$ cat src/rtl/iir_cascade_sequencer.sv
// rtl/iir_cascade_sequencer.sv - schedules one shared biquad engine across cascaded sections
module iir_cascade_sequencer #(
   parameter int DATA_W       = 16,
   parameter int NUM_SECTIONS = 2,
   parameter int SEC_W        = 4
) (
   input  logic              clk,
   input  logic              rst,
   input  logic [DATA_W-1:0] s_axis_tdata,
   input  logic              s_axis_tvalid,
   output logic              s_axis_tready,
   output logic [DATA_W-1:0] m_axis_tdata,
   output logic              m_axis_tvalid,
   input  logic              m_axis_tready,
   input  logic              bypass,
   input  logic              flush,
   output logic              eng_start,
   output logic [SEC_W-1:0]  eng_sec,
   output logic [DATA_W-1:0] eng_x,
   output logic              eng_clr,
   input  logic              eng_done,
   input  logic [DATA_W-1:0] eng_y,
   output logic              busy,
   output logic              err_unexp_done
);

   typedef enum logic [1:0] {
      IDLE  = 2'd0,
      ISSUE = 2'd1,
      WAIT  = 2'd2,
      HOLD  = 2'd3
   } state_t;

   localparam logic [SEC_W-1:0] LAST_SEC = SEC_W'(NUM_SECTIONS - 1);

   state_t              state_q;
   logic [SEC_W-1:0]    eng_sec_q;
   logic [DATA_W-1:0]   eng_x_q;
   logic                eng_start_q;
   logic                eng_clr_q;
   logic [DATA_W-1:0]   result_q;
   logic [DATA_W-1:0]   m_tdata_q;
   logic                m_tvalid_q;
   logic                err_q;

   logic                in_accept;
   logic                out_accept;
   logic                hold_load;

   // Ready is gated by rst so every output reads 0 while reset is held.
   assign s_axis_tready = (state_q == IDLE) & ~flush & ~rst;
   assign in_accept     = s_axis_tvalid & s_axis_tready;
   assign out_accept    = m_tvalid_q & m_axis_tready;
   // The held result may move into the output register when it is empty or draining this cycle.
   assign hold_load     = (state_q == HOLD) & (~m_tvalid_q | m_axis_tready);

   assign eng_start      = eng_start_q;
   assign eng_sec        = eng_sec_q;
   assign eng_x          = eng_x_q;
   assign eng_clr        = eng_clr_q;
   assign m_axis_tdata   = m_tdata_q;
   assign m_axis_tvalid  = m_tvalid_q;
   assign busy           = (state_q != IDLE);
   assign err_unexp_done = err_q;

   // Sequencer FSM with registered engine strobes and the output register.
   always_ff @(posedge clk or posedge rst) begin
      if (rst) begin
         state_q     <= IDLE;
         eng_sec_q   <= '0;
         eng_x_q     <= '0;
         eng_start_q <= 1'b0;
         eng_clr_q   <= 1'b0;
         result_q    <= '0;
         m_tdata_q   <= '0;
         m_tvalid_q  <= 1'b0;
      end else begin
         eng_start_q <= 1'b0;
         eng_clr_q   <= 1'b0;
         if (out_accept) begin
            m_tvalid_q <= 1'b0;
         end
         case (state_q)
            IDLE: begin
               if (flush) begin
                  eng_clr_q  <= 1'b1;
                  m_tvalid_q <= 1'b0;
               end else if (in_accept) begin
                  if (bypass) begin
                     result_q <= s_axis_tdata;
                     state_q  <= HOLD;
                  end else begin
                     eng_x_q     <= s_axis_tdata;
                     eng_sec_q   <= '0;
                     eng_start_q <= 1'b1;
                     state_q     <= ISSUE;
                  end
               end
            end
            ISSUE: begin
               state_q <= WAIT;
            end
            WAIT: begin
               if (eng_done) begin
                  if (eng_sec_q == LAST_SEC) begin
                     result_q <= eng_y;
                     state_q  <= HOLD;
                  end else begin
                     eng_x_q     <= eng_y;
                     eng_sec_q   <= eng_sec_q + SEC_W'(1);
                     eng_start_q <= 1'b1;
                     state_q     <= ISSUE;
                  end
               end
            end
            HOLD: begin
               if (hold_load) begin
                  m_tdata_q  <= result_q;
                  m_tvalid_q <= 1'b1;
                  state_q    <= IDLE;
               end
            end
            default: begin
               state_q <= IDLE;
            end
         endcase
      end
   end

   // Sticky flag for an engine completion arriving while no operation is outstanding.
   always_ff @(posedge clk or posedge rst) begin
      if (rst) begin
         err_q <= 1'b0;
      end else if (eng_done && (state_q != WAIT)) begin
         err_q <= 1'b1;
      end
   end

endmodule

$ cat config.mk
export PLATFORM = sky130hd
export DESIGN_NAME = iir_cascade_sequencer
export DESIGN_NICKNAME = d
export VERILOG_FILES = /design/src/rtl/iir_cascade_sequencer.sv
export SDC_FILE = /design/constraint.sdc
export NUM_CORES = 1
export LEC_CHECK = 0
export ABC_CLOCK_PERIOD_IN_PS = 5050
export CAP_MARGIN = 40
export CORE_UTILIZATION = 50
export DETAILED_ROUTE_END_ITERATION = 7
export PLACE_DENSITY_LB_ADDON = 0.05
export SETUP_SLACK_MARGIN = 0.15
export SLEW_MARGIN = 20
export SYNTH_ARGS = -nofsm -noshare
export SYNTH_HDL_FRONTEND = slang
export SYNTH_SLANG_ARGS = --single-unit
export TNS_END_PERCENT = 5
$ cat constraint.sdc
create_clock -name clk -period 5.05 [get_ports clk]
set_input_delay 1.01 -clock clk [delete_from_list [all_inputs] [get_ports clk]]
set_output_delay 1.01 -clock clk [all_outputs]
set_load 0.1 [all_outputs]
=== Word level (Yosys, flattened, before mapping) ===
Index checks and enable logic that the tools add are counted.

* Bits in latches: 0
* Bits in registers: 58
* RAM bits: 0
* Memories: 0
* Bits in read-only memories: 0

* Magnitude comparators: 0
* Reductions and logical operators: 8
* Eq/ne operators: 13
* Add/sub/neg operators: 1
* Bitwise gates (word level): 9
* Multiplexer cells: 37
* Multiply operators: 0
* Shifts and indexed selects: 0
* Div/mod/pow operators: 0

{| class="wikitable"
|+ Operators by type and width
! operator !! number
|-
| 16-bit two-way mux || 10
|-
| 16-bit one-hot mux with 2 select lines || 2
|-
| 4-bit two-way mux || 5
|-
| 2-bit != test (second input constant) || 9
|-
| 2-bit two-way mux || 6
|-
| 6-bit AND reduction || 2
|-
| 1-bit two-way mux || 10
|-
| 2-bit one-hot mux with 4 select lines || 1
|-
| 4-bit one-hot mux with 2 select lines || 1
|-
| 1-bit AND || 5
|-
| 4-bit by 1-bit adder with 4-bit output (second input constant) || 1
|-
| 2-bit == test (second input constant) || 2
|-
| 4-bit by 1-bit == test with 1-bit output (second input constant) || 1
|-
| 1-bit one-hot mux with 2 select lines || 2
|-
| 4-bit AND reduction || 1
|-
| 2-bit nonzero test || 2
|-
| 1-bit NOT || 3
|-
| 2-bit by 1-bit == test with 1-bit output (second input constant) || 1
|-
| 2-bit logical NOT || 1
|-
| 2-bit AND reduction || 1
|-
| 1-bit logical AND || 1
|-
| 1-bit OR || 1
|}

=== Logic depth before layout (Yosys ltp) ===
Gate-level depths: netlist of run 1.

* Depth in word-level cells: 7
* Gate-level depth with buffers: 8
* Mapped depth without buffers: 6

=== Least setup slack after synthesis of run 1 ===
No wires, ideal clock.

* Path kind: register to output
* Start: register state_q[0]
* End: output port s_axis_tready
* Slack: 0.640 ns
* Data required time: 4.040 ns
* Cell stages (with the launch flop): 5
* Data arrival time: 3.400 ns
* Buffers on the path: 0
* Path through: dfrtp_1 -> inv_1 -> ha_1 -> inv_1 -> nor3_1

* Longest elaborated chain between the ends: 3

{| class="wikitable"
|+ RTL lines
! element !! RTL line !! text
|-
| start: declaration || 36 || <nowiki>state_t state_q;</nowiki>
|-
| start signal: assignment || 69 || <nowiki>state_q <= IDLE;</nowiki>
|-
| start signal: assignment || 91 || <nowiki>state_q <= HOLD;</nowiki>
|-
| start signal: assignment || 96 || <nowiki>state_q <= ISSUE;</nowiki>
|-
| 2-bit logical NOT || 51 || <nowiki>assign s_axis_tready = (state_q == IDLE) & ~flush & ~rst;</nowiki>
|-
| 1-bit AND (2 in a row) || 51 ||
|-
| end: declaration || 11 || <nowiki>output logic s_axis_tready,</nowiki>
|}

Every way passes these cells.

=== Final worst setup path of run 1 ===
* Start: input port flush
* End: register eng_x_q[12], in the netlist eng_x[12]

* Longest elaborated chain between the ends: 6
* Elaborated cells on any way between the ends: 7

{| class="wikitable"
|+ RTL lines
! element !! RTL line !! text
|-
| start: declaration || 16 || <nowiki>input logic flush,</nowiki>
|-
| 1-bit NOT || 51 ||
|-
| 1-bit AND (2 in a row) || 51 ||
|-
| 1-bit AND || 52 || <nowiki>assign in_accept = s_axis_tvalid & s_axis_tready;</nowiki>
|-
| 2-bit != test (no source line) || n/a ||
|-
| 6-bit AND reduction (no source line) (*) || n/a ||
|-
| end signal: assignment || 93 || <nowiki>eng_x_q <= s_axis_tdata;</nowiki>
|-
| end signal: assignment || 109 || <nowiki>eng_x_q <= eng_y;</nowiki>
|-
| end: declaration || 38 || <nowiki>logic [DATA_W-1:0] eng_x_q;</nowiki>
|}

Every way passes the cells marked *; elsewhere a longest branch is shown, timed or not.
A chain may end at the register's enable or synchronous reset.

==> flow_summary_export.csv, run 1 <==
group,metric,value,unit
place,numPortBuffers,80,
timing,fmax,303.9,MHz
routing,wl_met3,378,um
critical_path,crit_buf_inv,2,
critical_path,worst-r2r-cell-count,7,
timing,relSlewSlack,0.5254,
critical_path,r2r-end,"eng_x[12]$_DFFE_PP0P_",
clock_tree,holdBufCountCts,0,
routing,met2_length,4018,um
critical_path,crit_path_top_delay_cell,"a211oi_4",
clock_tree,cts_max_path_buffers,2,
timing,drv_slew,0,
die,coreArea,0.004817,mm^2
routing,detail_route.iter0.violations,155,
critical_path,startpoint_type,"input port",
grt,grt_pass1_wl,11800,um
routing,vias_per_cell,5.394,
critical_path,endpoint_kind,"flop",
min_path,holdPathStages,2,
die,placementRows,25,
die,io_pins,81,
grt,grt_max_degree,35,
yosys,synth_seq_cells,58,
finish,multi_input_area,0.001003,mm^2
timing,tightestPinTransition,0.7118,ns
critical_path,critical_path.top_delay_family,"buffers and inverters",
finish,final_nets,388,
critical_path,cp_slowest_stage_delay,0.65,ns
grt,overflow,0,
routing,firstDrtPassIters,4,
critical_path,path_max_fanout,17,
die,initial_core_util,0.5322,
finish,n_antenna_cell,0,
timing,fin_crit,3.290,ns
clock_tree,cts_root_buf,"clkbuf_8",
min_path,holdPathEnd,"m_axis_tdata[3]$_DFFE_PP0P_",
clock_tree,cts_setup_buffers,0,
routing,wl_per_cell,18.16,um
clock_tree,cts_tree,"done",
finish,drive_gt1_frac,0.2680,
yosys,syn_nets,262,
run_status,status,"completed",
finish,regArea,0.001451,mm^2
clock_tree,htreeDepth,3,
yosys,ys_seq_area_frac,0.5661,
routing,drc,0,
grt,grt_antenna_before_repair,0,
run,cap_violations,0,
yosys,ys_types,30,
yosys,synth_area,0.002564,mm^2
timing,rsz0062_at_grt,"no",
timing,finalCritPeriodShare,0.6516,
critical_path,crit_required,5.27,ns
routing,final_antenna_net_count,0,
clock_tree,cts.clk_slew.worst_paths,0.07,ns
place,gp_congestion,0.7974,
routing,dr_total_vias,2233,
die,die-area,0.005418,mm^2
min_path,hold_start,"m_axis_tdata[3]$_DFFE_PP0P_",
routing,route.final.wire_length,7518,um
clock_tree,cts_resized,0,
critical_path,crit_chain,"clkdlybuf4s50_1, or4b_1, a211oi_4, buf_4, mux2_2",
critical_path,critical_path_class,"input port to flop",
critical_path,arrival,3.51,ns
grt,grt_use_total,0.3087,
routing,wl_met1,2858,um
grt,grt_pass1_vias,2351,
routing,maxUsedRoutingLayer,"met4",
clock_tree,cts_buffers,9,
die,die_height,73.61,um
timing,finClkSkew,0.008547,ns
finish,n_fill_cell,204,
clock_tree,cts.sinks,58,
place,dpl.hpwl,4668,um
yosys,synthCells,217,
die,fp.dieW,73.61,um
finish,syn_to_final_growth,69.74,%
critical_path,ff2ff_setup_slack,1.87,ns
critical_path,r2r-start,"state_q[0]$_DFFE_PP0P_",
min_path,hp-class,"flop to flop",
clock_tree,clock_latency,0.34,ns
finish,final_cells,414,
place,placed_cells,398,
timing,finalSetupViolations,0,
yosys,synth.avg_cell_area,11.81,um^2
critical_path,worstSetupStartpoint,"flush",
timing,timing.setup.tns,0,ns
timing,hold_viol,0,
yosys,ys_warn_count,0,
worst reg2reg max path: stages (launching register included):
cell and delay, ns:
dfrtp_1 0.39, inv_1 0.16, ha_1 0.65, buf_4 0.38, mux2i_1 0.20, a211oi_4 0.58
buf_4 0.34, mux2_2 0.38
cells in the mapped netlist:
library cell,n,area (um^2)
ha_1,6,75.07
dfrtp_1,58,1451
nor3b_1,1,7.510
mux2i_1,19,190.2
clkbuf_1,5,18.77
a222oi_1,1,10.01
a211oi_2,1,12.51
nand3b_1,1,7.510
and2_1,2,12.51
o21ai_0,17,85.08
nor2b_1,1,6.260
nand4b_1,1,8.760
mux2_2,28,315.3
nand2b_1,1,6.260
inv_1,18,67.56
a41oi_1,1,8.760
o211ai_1,1,7.510
buf_2,6,30.03
nand2_1,14,52.55
nand3_1,4,20.02
or3b_2,1,8.760
a21o_1,1,7.510
nor2_1,12,45.04
a211o_1,1,8.760
a21oi_1,10,50.05
nor3_1,1,5.000
o32ai_1,1,8.760
nor4bb_1,1,10.01
a31oi_1,1,6.260
or4b_1,2,20.02
registers in the layout, summed over array words and instances, names as in the netlist:
signal          cells
state_q             2
m_axis_tdata       16
result_q           16
err_unexp_done      1
eng_clr             1
eng_sec             4
m_axis_tvalid       1
eng_x              16
eng_start           1
worst max-delay path by stage:
stage | endpoint | slack, ns | depth (start not counted)
floorplan | s_axis_tready | 0.64 | 4
global placement | eng_x[0]$_DFFE_PP0P_ | 1.51 | 5
detailed placement | eng_x[12]$_DFFE_PP0P_ | 1.45 | 5
CTS | eng_x[12]$_DFFE_PP0P_ | 1.80 | 5
global route | eng_x[12]$_DFFE_PP0P_ | 1.68 | 5
finish | eng_x[12]$_DFFE_PP0P_ | 1.76 | 5
stage by stage:
stage | utilization | hold slack, ns | cell area [um^2] | setup slack, ns
after floorplan | - | 0.4750 | 2564 | 0.6396
after detailed placement | 0.8553 | 0.4708 | 4120 | 1.453
after global routing | 0.9034 | 0.5063 | 4352 | 1.683
after CTS | 0.9003 | 0.4860 | 4337 | 1.796
final | 0.9034 | 0.4797 | 4352 | 1.760
after global placement | 0.7114 | 0.4413 | 3427 | 1.507
final cells by class:
class                   count  area share
well taps                  67     0.01926
flip-flops and latches     58      0.3335
inverters                  18     0.01553
clock buffers              10     0.03163
multi-input cells         130      0.2306
repair buffers            126      0.3514
clock inverters             5     0.01811
layout by cell type (no fill, tap or decap), types with 2 or more instances in the layout:
master           instances
o21ai_0                 17
dfrtp_1                 58
ha_1                     6
a21oi_1                 10
mux2_2                  28
clkinv_2                 2
nand2_1                 14
buf_4                    4
buf_8                   38
nand3_1                  4
bufinv_16                2
or4b_1                   2
clkbuf_8                10
and2_1                   2
nor2_1                  12
clkdlybuf4s50_1         79
buf_16                   5
inv_1                   17
mux2i_1                 19
routing by layer:
metal,global-route usage,vias to the layer above
met5,0,-
met3,0.06859,25
met4,0.1795,0
li1,-,1001
met1,0.3415,1100
met2,0.5433,107
kinds of logic (layout without fill, tap and decap cells):
group	count (synthesis)	after routing	share of synthesized area
adders and majority gates	6	6	0.02928
buffers and inverters	29	159	0.04539
muxes	47	47	0.1972
DFF	58	58	0.5661
and+or+nand+nor	42	42	0.08199
AOI/OAI and AO/OA	35	35	0.08004
Power of run 1 is left out: the tool's default activity adds up to more than one toggle a clock period on the data nets, which glitch-free logic cannot reach.
==> run 2: changes to the inputs <==
- ABC_CLOCK_PERIOD_IN_PS: 5050 -> 2800
- CORE_UTILIZATION: 50 -> 42
- clock period: 5.05 -> 2.8 ns (I/O delays scaled with it)
==> flow_summary_export.csv, run 2 (synthesized netlist as in run 1, its figures left out) <==
group,metric,value,unit
run_status,status,"completed",
finish,syn_to_final_growth,41.00,%
die,die_height,80.13,um
routing,wl_per_cell,13.83,um
clock_tree,cts.sinks,58,
min_path,hp-class,"flop to flop",
clock_tree,cts_tree,"done",
finish,final_nets,351,
die,coreArea,0.005921,mm^2
timing,finClkSkew,0.006142,ns
die,io_pins,81,
finish,n_fill_cell,520,
place,numPortBuffers,80,
critical_path,crit_required,3.01,ns
timing,finalCritPeriodShare,0.8172,
timing,hold_viol,0,
place,dpl.hpwl,3910,um
routing,route.final.wire_length,5323,um
clock_tree,cts_buffers,9,
clock_tree,clock_latency,0.32,ns
clock_tree,cts.clk_slew.worst_paths,0.06,ns
critical_path,critical_path_class,"input port to flop",
place,gp_congestion,0.7505,
grt,grt_use_total,0.1892,
timing,timing.setup.tns,0,ns
finish,multi_input_area,0.001027,mm^2
critical_path,ff2ff_setup_slack,0.74,ns
clock_tree,cts_resized,0,
routing,detail_route.iter0.violations,64,
critical_path,endpoint_kind,"flop",
die,initial_core_util,0.4330,
finish,layout_commonest_cell,"dfrtp_1",
clock_tree,cts_setup_buffers,0,
critical_path,arrival,2.50,ns
die,fp.dieW,80.13,um
finish,n_antenna_cell,0,
finish,most-common-layout-cells,"58 x dfrtp_1, 48 x buf_4, 38 x clkdlybuf4s50_1, 28 x mux2_2, 19 x mux2i_1",
routing,dr_total_vias,1884,
timing,drv_slew,0,
critical_path,worst-r2r-cell-count,6,
grt,grt_pass1_vias,1905,
grt,grt_max_degree,53,
routing,firstDrtPassIters,6,
timing,finalSetupViolations,0,
grt,grt_antenna_before_repair,0,
routing,final_antenna_net_count,0,
clock_tree,cts_root_buf,"clkbuf_8",
timing,rsz0062_at_grt,"no",
critical_path,r2r-start,"state_q[0]$_DFFE_PP0P_",
critical_path,startpoint_type,"input port",
routing,drc,0,
grt,grt_pass1_wl,8976,um
timing,tightestPinTransition,0.5346,ns
min_path,holdPathStages,1,
timing,fin_crit,2.288,ns
min_path,holdPathEnd,"err_unexp_done$_DFFE_PP0P_",
critical_path,r2r-end,"eng_x[14]$_DFFE_PP0P_",
clock_tree,cts_max_path_buffers,2,
timing,fmax,437.0,MHz
routing,vias_per_cell,4.894,
critical_path,path_max_fanout,30,
min_path,hold_start,"err_unexp_done$_DFFE_PP0P_",
die,die-area,0.006421,mm^2
clock_tree,htreeDepth,3,
run,cap_violations,0,
die,placementRows,28,
clock_tree,holdBufCountCts,0,
timing,relSlewSlack,0.6436,
finish,drive_gt1_frac,0.3226,
grt,overflow,0,
finish,regArea,0.001451,mm^2
run 2: changes by cell type in the layout (fill, tap and decap cells not counted), sizes merged:
cell / delta
inv: -1
bufinv: -2
buf: +4
clkinvlp: +1
clkdlybuf4s50: -41
clkbuf: +2
run 2: worst max-delay path, cell delays in order:
cell             delay, ns
clkdlybuf4s50_1       0.50
or4b_1                0.54
a211oi_4              0.32
buf_12                0.21
mux2_2                0.35
run 2: per-layer routing:
layer / up-vias / GRT usage / wire length, um
met5: - / 0 / 0
met4: 0 / 0.08036 / 80
met3: 8 / 0.06705 / 299
met2: 52 / 0.3068 / 2586
met1: 900 / 0.2272 / 2356
li1: 924 / - / -
run 2: stage by stage:
stage          hold WS (ns)    util  instances  area, um^2  setup slack (ns)
3_3_place_gp         0.4571  0.5818        370        3445            0.2170
2_1_floorplan        0.4750       -        217        2591            0.1671
4_1_cts              0.4775  0.6105        385        3615            0.5257
3_5_place_dp         0.4618  0.5818        370        3445            0.1663
6_report             0.4778  0.6105        385        3615            0.5119
5_1_grt              0.5009  0.6105        385        3615            0.4770
run 2: layout make-up:
class	count	area share
Clock buffer	12	0.04292
Clock inverter	3	0.004154
Inverter	18	0.01973
Multi-Input combinational cell	130	0.2842
Sequential cell	58	0.4015
Tap cell	75	0.02596
Timing Repair Buffer	89	0.2215
run 2: how the worst max path moves through the flow:
stage,depth (start not counted),to,slack [ns],start
2_1_floorplan,4,s_axis_tready,0.17,state_q[1]$_DFFE_PP0P_
3_3_place_gp,5,eng_x[0]$_DFFE_PP0P_,0.22,flush
3_5_place_dp,5,eng_x[14]$_DFFE_PP0P_,0.17,s_axis_tvalid
4_1_cts,5,eng_x[14]$_DFFE_PP0P_,0.53,s_axis_tvalid
5_1_grt,5,eng_x[14]$_DFFE_PP0P_,0.48,s_axis_tvalid
6_report,5,eng_x[14]$_DFFE_PP0P_,0.51,s_axis_tvalid
Power of run 2 is left out for the same reason.
